==> src/rtl/imm_decode_stage.sv <==
// Immediate decode pipeline stage: classifies a RISC-V instruction by opcode,
// extracts and extends its immediate, and registers the result behind a
// ready/valid handshake with single-cycle latency. It also keeps a saturating
// count of accepted instructions whose opcode is not in the decode table.
module imm_decode_stage #(
    parameter int XLEN        = 32,
    parameter bit ENABLE_ZIMM = 1'b1,
    parameter int CNT_W       = 8
) (
    input  logic             clk,
    input  logic             resetn,
    input  logic             flush,
    input  logic             in_valid,
    output logic             in_ready,
    input  logic [31:0]      in_insn,
    output logic             out_valid,
    input  logic             out_ready,
    output logic [31:0]      out_insn,
    output logic [2:0]       out_imm_src,
    output logic [XLEN-1:0]  out_imm,
    output logic             out_illegal,
    output logic [CNT_W-1:0] illegal_cnt
);

    localparam logic [6:0] OP_LOAD   = 7'b0000011;
    localparam logic [6:0] OP_FENCE  = 7'b0001111;
    localparam logic [6:0] OP_OPIMM  = 7'b0010011;
    localparam logic [6:0] OP_AUIPC  = 7'b0010111;
    localparam logic [6:0] OP_STORE  = 7'b0100011;
    localparam logic [6:0] OP_OP     = 7'b0110011;
    localparam logic [6:0] OP_LUI    = 7'b0110111;
    localparam logic [6:0] OP_BRANCH = 7'b1100011;
    localparam logic [6:0] OP_JALR   = 7'b1100111;
    localparam logic [6:0] OP_JAL    = 7'b1101111;
    localparam logic [6:0] OP_SYSTEM = 7'b1110011;

    typedef enum logic [2:0] {
        IMM_I    = 3'b000,
        IMM_S    = 3'b001,
        IMM_B    = 3'b010,
        IMM_J    = 3'b011,
        IMM_U    = 3'b100,
        IMM_Z    = 3'b101,
        IMM_NONE = 3'b111
    } imm_src_e;

    logic [6:0]       w_opcode;
    imm_src_e         w_imm_src;
    logic [31:0]      w_imm32;
    logic [XLEN-1:0]  w_imm;
    logic             w_illegal;
    logic             w_accept;

    logic             r_valid;
    logic [31:0]      r_insn;
    imm_src_e         r_imm_src;
    logic [XLEN-1:0]  r_imm;
    logic             r_illegal;
    logic [CNT_W-1:0] r_cnt;

    assign w_opcode = in_insn[6:0];

    // Every format is first assembled as a 32-bit signed value; the zimm field
    // is placed with bit 31 clear so the common widening below zero-extends it.
    always_comb begin
        w_imm_src = IMM_NONE;
        w_imm32   = 32'h0;
        w_illegal = 1'b0;
        case (w_opcode)
            OP_JALR, OP_LOAD, OP_OPIMM, OP_FENCE: begin
                w_imm_src = IMM_I;
                w_imm32   = {{20{in_insn[31]}}, in_insn[31:20]};
            end
            OP_STORE: begin
                w_imm_src = IMM_S;
                w_imm32   = {{20{in_insn[31]}}, in_insn[31:25], in_insn[11:7]};
            end
            OP_BRANCH: begin
                w_imm_src = IMM_B;
                w_imm32   = {{19{in_insn[31]}}, in_insn[31], in_insn[7],
                             in_insn[30:25], in_insn[11:8], 1'b0};
            end
            OP_JAL: begin
                w_imm_src = IMM_J;
                w_imm32   = {{11{in_insn[31]}}, in_insn[31], in_insn[19:12],
                             in_insn[20], in_insn[30:21], 1'b0};
            end
            OP_LUI, OP_AUIPC: begin
                w_imm_src = IMM_U;
                w_imm32   = {in_insn[31:12], 12'h000};
            end
            OP_SYSTEM: begin
                if (ENABLE_ZIMM) begin
                    w_imm_src = IMM_Z;
                    w_imm32   = {27'h0, in_insn[19:15]};
                end
            end
            OP_OP: begin
                w_imm_src = IMM_NONE;
            end
            default: begin
                w_illegal = 1'b1;
            end
        endcase
    end

    assign w_imm    = XLEN'($signed(w_imm32));
    assign in_ready = !r_valid || out_ready;
    assign w_accept = in_valid && in_ready && !flush;

    // Output register and illegal counter: reset, then flush, then accept, then drain.
    always_ff @(posedge clk) begin
        if (!resetn) begin
            r_valid   <= 1'b0;
            r_insn    <= 32'h0;
            r_imm_src <= IMM_NONE;
            r_imm     <= '0;
            r_illegal <= 1'b0;
            r_cnt     <= '0;
        end else if (flush) begin
            r_valid <= 1'b0;
        end else if (w_accept) begin
            r_valid   <= 1'b1;
            r_insn    <= in_insn;
            r_imm_src <= w_imm_src;
            r_imm     <= w_imm;
            r_illegal <= w_illegal;
            if (w_illegal && (r_cnt != {CNT_W{1'b1}})) begin
                r_cnt <= r_cnt + 1'b1;
            end
        end else if (r_valid && out_ready) begin
            r_valid <= 1'b0;
        end
    end

    assign out_valid   = r_valid;
    assign out_insn    = r_insn;
    assign out_imm_src = r_imm_src;
    assign out_imm     = r_imm;
    assign out_illegal = r_illegal;
    assign illegal_cnt = r_cnt;

endmodule

==> config.mk <==
export PLATFORM = sky130hd
export DESIGN_NAME = imm_decode_stage
export DESIGN_NICKNAME = d
export VERILOG_FILES = /design/src/rtl/imm_decode_stage.sv
export SDC_FILE = /design/constraint.sdc
export NUM_CORES = 1
export LEC_CHECK = 0
export ABC_AREA = 1
export BUFFER_PORTS_ARGS = -buffer_cell sky130_fd_sc_hd__buf_2
export CAP_MARGIN = 20
export CELL_PAD_IN_SITES_DETAIL_PLACEMENT = 1
export CELL_PAD_IN_SITES_GLOBAL_PLACEMENT = 1
export CORE_ASPECT_RATIO = 0.9
export CORE_MARGIN = 1
export CORE_UTILIZATION = 37
export CTS_CLUSTER_SIZE = 24
export DETAILED_ROUTE_END_ITERATION = 7
export HOLD_SLACK_MARGIN = 0.03
export PLACE_DENSITY = 0.94
export SYNTH_ARGS = -nofsm -noshare
export SYNTH_HDL_FRONTEND = slang
export SYNTH_SLANG_ARGS = --single-unit
==> constraint.sdc <==
create_clock -name clk -period 2.9 [get_ports clk]
set_input_delay 0.145 -clock clk [delete_from_list [all_inputs] [get_ports clk]]
set_output_delay 0.145 -clock clk [all_outputs]
set_load 0.02 [all_outputs]
# After elaboration in Yosys (flattened, before gate mapping)
# Cells that the tools add are included.
# word_totals
latchBits	0
output_inout_bits	78
inputBits	37
n_memories	0
ff_bits	77
mem_bits_rw	0
elab_cells	40
mem_bits_ro	0
# op_classes
n_reduce_logical	14
muxes	5
n_addsub	1
eq_ne	12
n_lt_le_gt_ge	0
multipliers	0
bitwise	2
shift	0
div_mod_pow	0
# ops
op	n
$pmux W32 S6	1
$eq A7 B7 Y1 const B	4
$eq A7 B6 Y1 const B	3
$pmux W3 S6	1
$eq A7 B5 Y1 const B	2
$reduce_or A11 Y1	1
$add A8 B1 Y8 const B	1
$ne A8 B8 Y1 const B	1
$eq A7 B2 Y1 const B	1
$eq A7 B4 Y1 const B	1
$logic_and A1 B1 Y1	4
$reduce_or A2 Y1	2
$reduce_or A4 Y1	1
$mux W1	3
$reduce_and A3 Y1	1
$logic_not A1 Y1	2
$not A1 Y1	2
$reduce_and A2 Y1	1
$reduce_bool A2 Y1	1
$logic_or A1 B1 Y1	1

# Depth between registers and ports, before layout
# depth
depth_word	5
mapped_depth	11
ltp_nobuf	11

# Worst setup path before layout
# OpenSTA, ideal clock, no wires.
# synth_timing
kind	register to register
startpoint	reg r_valid, in the netlist out_valid
endpoint	reg r_imm[22], in the netlist out_imm[22]
setup_slack_ps	1308
t_required_ps	2832
arrival_time_ps	1523
setup_time_ps	68
stages_incl_launch_ff	7
synth_period_minus_slack_ps	1592
n_path_buf	2
path_cell_list	dfxtp_1 nand2_1 nand3_1 buf_2 buf_1 nand2_1 a21oi_2
# synth_between
elab_chain_cells	5
# synth_rtl
item	line_no	rtl
start, declared	54	logic r_valid;
start signal, assigned	114	r_valid <= 1'b0;
start signal, assigned	121	r_valid <= 1'b0;
start signal, assigned	123	r_valid <= 1'b1;
$logic_not A1 Y1	108	assign in_ready = !r_valid || out_ready;
$logic_or A1 B1 Y1	108	
net in_ready	14	output logic in_ready,
$logic_and A1 B1 Y1 (2 in a row)	109	assign w_accept = in_valid && in_ready && !flush;
$reduce_and A2 Y1 (no line)	-	
end signal, assigned	126	r_imm <= w_imm;
end, declared	57	logic [XLEN-1:0] r_imm;
# The timed path passes the listed nets, and every way through them passes these cells.
# A chain may end at the register's enable or synchronous reset.

# Final worst setup path
# layout_timing
startpoint	in flush
endpoint	reg r_cnt[1], in the netlist illegal_cnt[1]
# layout_between
elab_chain_cells	3
elab_cells_between_ends	4
classes_between	bitwise: 1; reduce/logical: 3
# layout_rtl
item	line_no	rtl
start, declared	12	input logic flush,
$logic_not A1 Y1	109	
$logic_and A1 B1 Y1	109	
$reduce_and A3 Y1 (no line) *	-	
end signal, assigned	129	r_cnt <= r_cnt + 1'b1;
end, declared	59	logic [CNT_W-1:0] r_cnt;
# Every way passes the cells marked *; elsewhere a longest branch is shown, timed or not.

==> flow_metrics.tcl <==
set metrics [dict create \
    rsz0062_at_grt "no" \
    drt_first_iter_violations 142 \
    grt_pass1_wl_microns 19100 \
    ant_nets 0 \
    syn_inst 539 \
    routedWlPerCell_microns 15.7 \
    crit_type "in -> reg" \
    worst_ep_required_time_ns 3.18 \
    clkSlewWorstSetupHoldPaths_ns 0.08 \
    p_leak_uw 0.00228 \
    wl_microns 12100 \
    antenna_found_initial 0 \
    die_h_microns 95.5 \
    netlist.area_leader.share_pct 42.9 \
    grtUsageTotal_pct 24.3 \
    final_cell_mix "nand2_1, buf_2, nor2_1" \
    synth_area_leaders "dfxtp_1, nand2_1, nor2_1" \
    final_common_cell "nand2_1" \
    cts_resized 0 \
    die-area_sq_mm 0.0101 \
    seq_area_frac_synth_pct 42.9 \
    max-cap-violations 0 \
    multi_input_area_sq_mm 0.00175 \
    cp_max_fo 24 \
    ys_ff_latch 77 \
    first_pass_iters 4 \
    tightest_slew_ns 0.586 \
    clock_latency_ns 0.36 \
    areaGrowthSynthToFinish_pct 24.6 \
    slew_headroom_pct 61.0 \
    placed_cell_area_sq_mm 0.00421 \
    remaining_drc_errors 0 \
    finalSetupTns_ns 0 \
    coreArea_sq_mm 0.00925 \
    n_fill_cell 1285 \
    finalCritPeriodShare_pct 72.2 \
    num_vias 3872 \
    viasPerCell 5.03 \
    globalplace.congestion 0.854 \
    hold_path_class "in -> reg" \
    ir_drop_uv 255 \
    setup_viol 0 \
    outcome "completed" \
    powerDensity_mw_per_mm2 528 \
    final_hold_viol_count 0 \
    stdcell_area_sq_mm 0.00448 \
    fin_crit_ns 2.10 \
    cts-root-buf "clkbuf_8" \
    avgSynthCellArea_sq_um 6.66 \
    yosys.area.top_type "dfxtp_1" \
    grt_pass1_vias 3911 \
    pin_count 115 \
    crit_path_end_kind "flip-flop" \
    n_antenna_cell 0 \
    synthesis.nets 577 \
    start_kind "input port" \
    cts_tree "yes" \
    start_util_pct 38.8 \
    synth.distinct_cells 28 \
    clock-sinks 77 \
    drive_gt1_share_pct 25.2 \
    rows 33 \
    cts_buffer_depth 2 \
    yosysWarningCount 0 \
    numCtsBuffers 9 \
    nets 681 \
    fmax_mhz 477 \
    clock_skew_ns 0.0162 \
    syn_area_sq_mm 0.00359 \
    dp_hpwl_microns 8660 \
    grt_max_degree 67 \
    grt_overflow_total 0 \
    cts.htree.levels 3 \
    die_w_microns 106 \
    worstPathArrival_ns 2.38 \
    io_buffers 114 \
    seqCellArea_sq_mm 0.00154 \
    maxSlewViolCount 0 \
]
==> flip-flops by register name (all words and copies together), names as in the netlist <==
register / cells
out_imm: 32
out_insn: 32
illegal_cnt: 8
out_imm_src: 3
out_illegal: 1
out_valid: 1
==> layer usage <==
metal / GRT usage, % / part of all wire, % / up-vias
met4: 8.80 / 2.2 / 0
li1: - / - / 1901
met2: 42.9 / 49 / 126
met1: 29.1 / 43 / 1822
met3: 5.19 / 5.9 / 23
met5: 0 / 0 / -
==> critical path, stage by stage <==
cell           delay, ns
dlygate4sd3_1       0.54
buf_2               0.13
inv_1               0.07
nand3_2             0.32
buf_4               0.36
nor2_4              0.26
nand3_2             0.21
nor2_2              0.16
nor2_1              0.07
nor2_1              0.11
==> cells in the mapped netlist (all sizes together) <==
| cell type | n |
|---|---|
| or3 | 1 |
| buf | 15 |
| nor2 | 106 |
| clkbuf | 11 |
| a21oi | 61 |
| nor3 | 1 |
| nand4 | 9 |
| nand3b | 1 |
| inv | 48 |
| xor2 | 1 |
| o21ai | 27 |
| o211ai | 1 |
| nand2 | 161 |
| dfxtp | 77 |
| or2 | 1 |
| ha | 1 |
| a211oi | 1 |
| nand3 | 16 |
==> stage by stage <==
stage,util (%),setup WS [ns],total power [uW],instances,hold slack [ns]
floorplan,-,1.31,1320,539,0.223
global placement,45.5,0.957,1420,752,0.326
detailed placement,45.5,0.785,1430,752,0.346
CTS,48.2,0.736,2370,769,0.0572
global route,48.4,0.691,2470,770,0.0765
finish,48.4,0.805,2360,770,0.0682
==> final cells by class <==
type	count	share of cell area, %
clock inverter	4	1.73
timing repair buffer	119	13.9
inverter	48	4.03
clock buffer	12	3.47
tap	122	3.41
multi-input combinational	388	39.0
sequential	77	34.4
==> cells by family (layout without fill, tap and decap cells) <==
| group | after synthesis | count (layout) | synth area share (%) |
|---|---|---|---|
| AO/OA/AOI/OAI | 90 | 90 | 13.3 |
| XOR/XNOR | 1 | 1 | 0.244 |
| adder cells (fa/ha/maj) | 1 | 1 | 0.348 |
| buffers and inverters | 74 | 183 | 8.64 |
| flip-flops | 77 | 77 | 42.9 |
| AND/OR/NAND/NOR | 296 | 296 | 34.6 |
==> path summary, 6_finish.rpt <==
path	start	endpoint	slack, ns	cells past startpoint
setup / recovery	flush	illegal_cnt[1]	0.80	10
hold / removal	in_insn[14]	out_insn[14]	0.07	3
hold reg to reg	out_imm[13]	out_imm[13]	0.47	2
setup reg to reg	out_valid	illegal_cnt[1]	0.90	8
==> power by group <==
part | leakage (uW) | switching (uW) | internal [uW] | total (uW)
Sequential | 0.000627 | 24.1 | 1090 | 1120
Clock | 0.000118 | 409 | 539 | 948
Combinational | 0.00153 | 206 | 91.0 | 297
==> timing repair <==
action	4_1_cts	5_1_grt
hold buffers	1	0
setup buffers	0	0
endpoints found under the hold margin	1	0
Power figures use the tool's default switching activity.
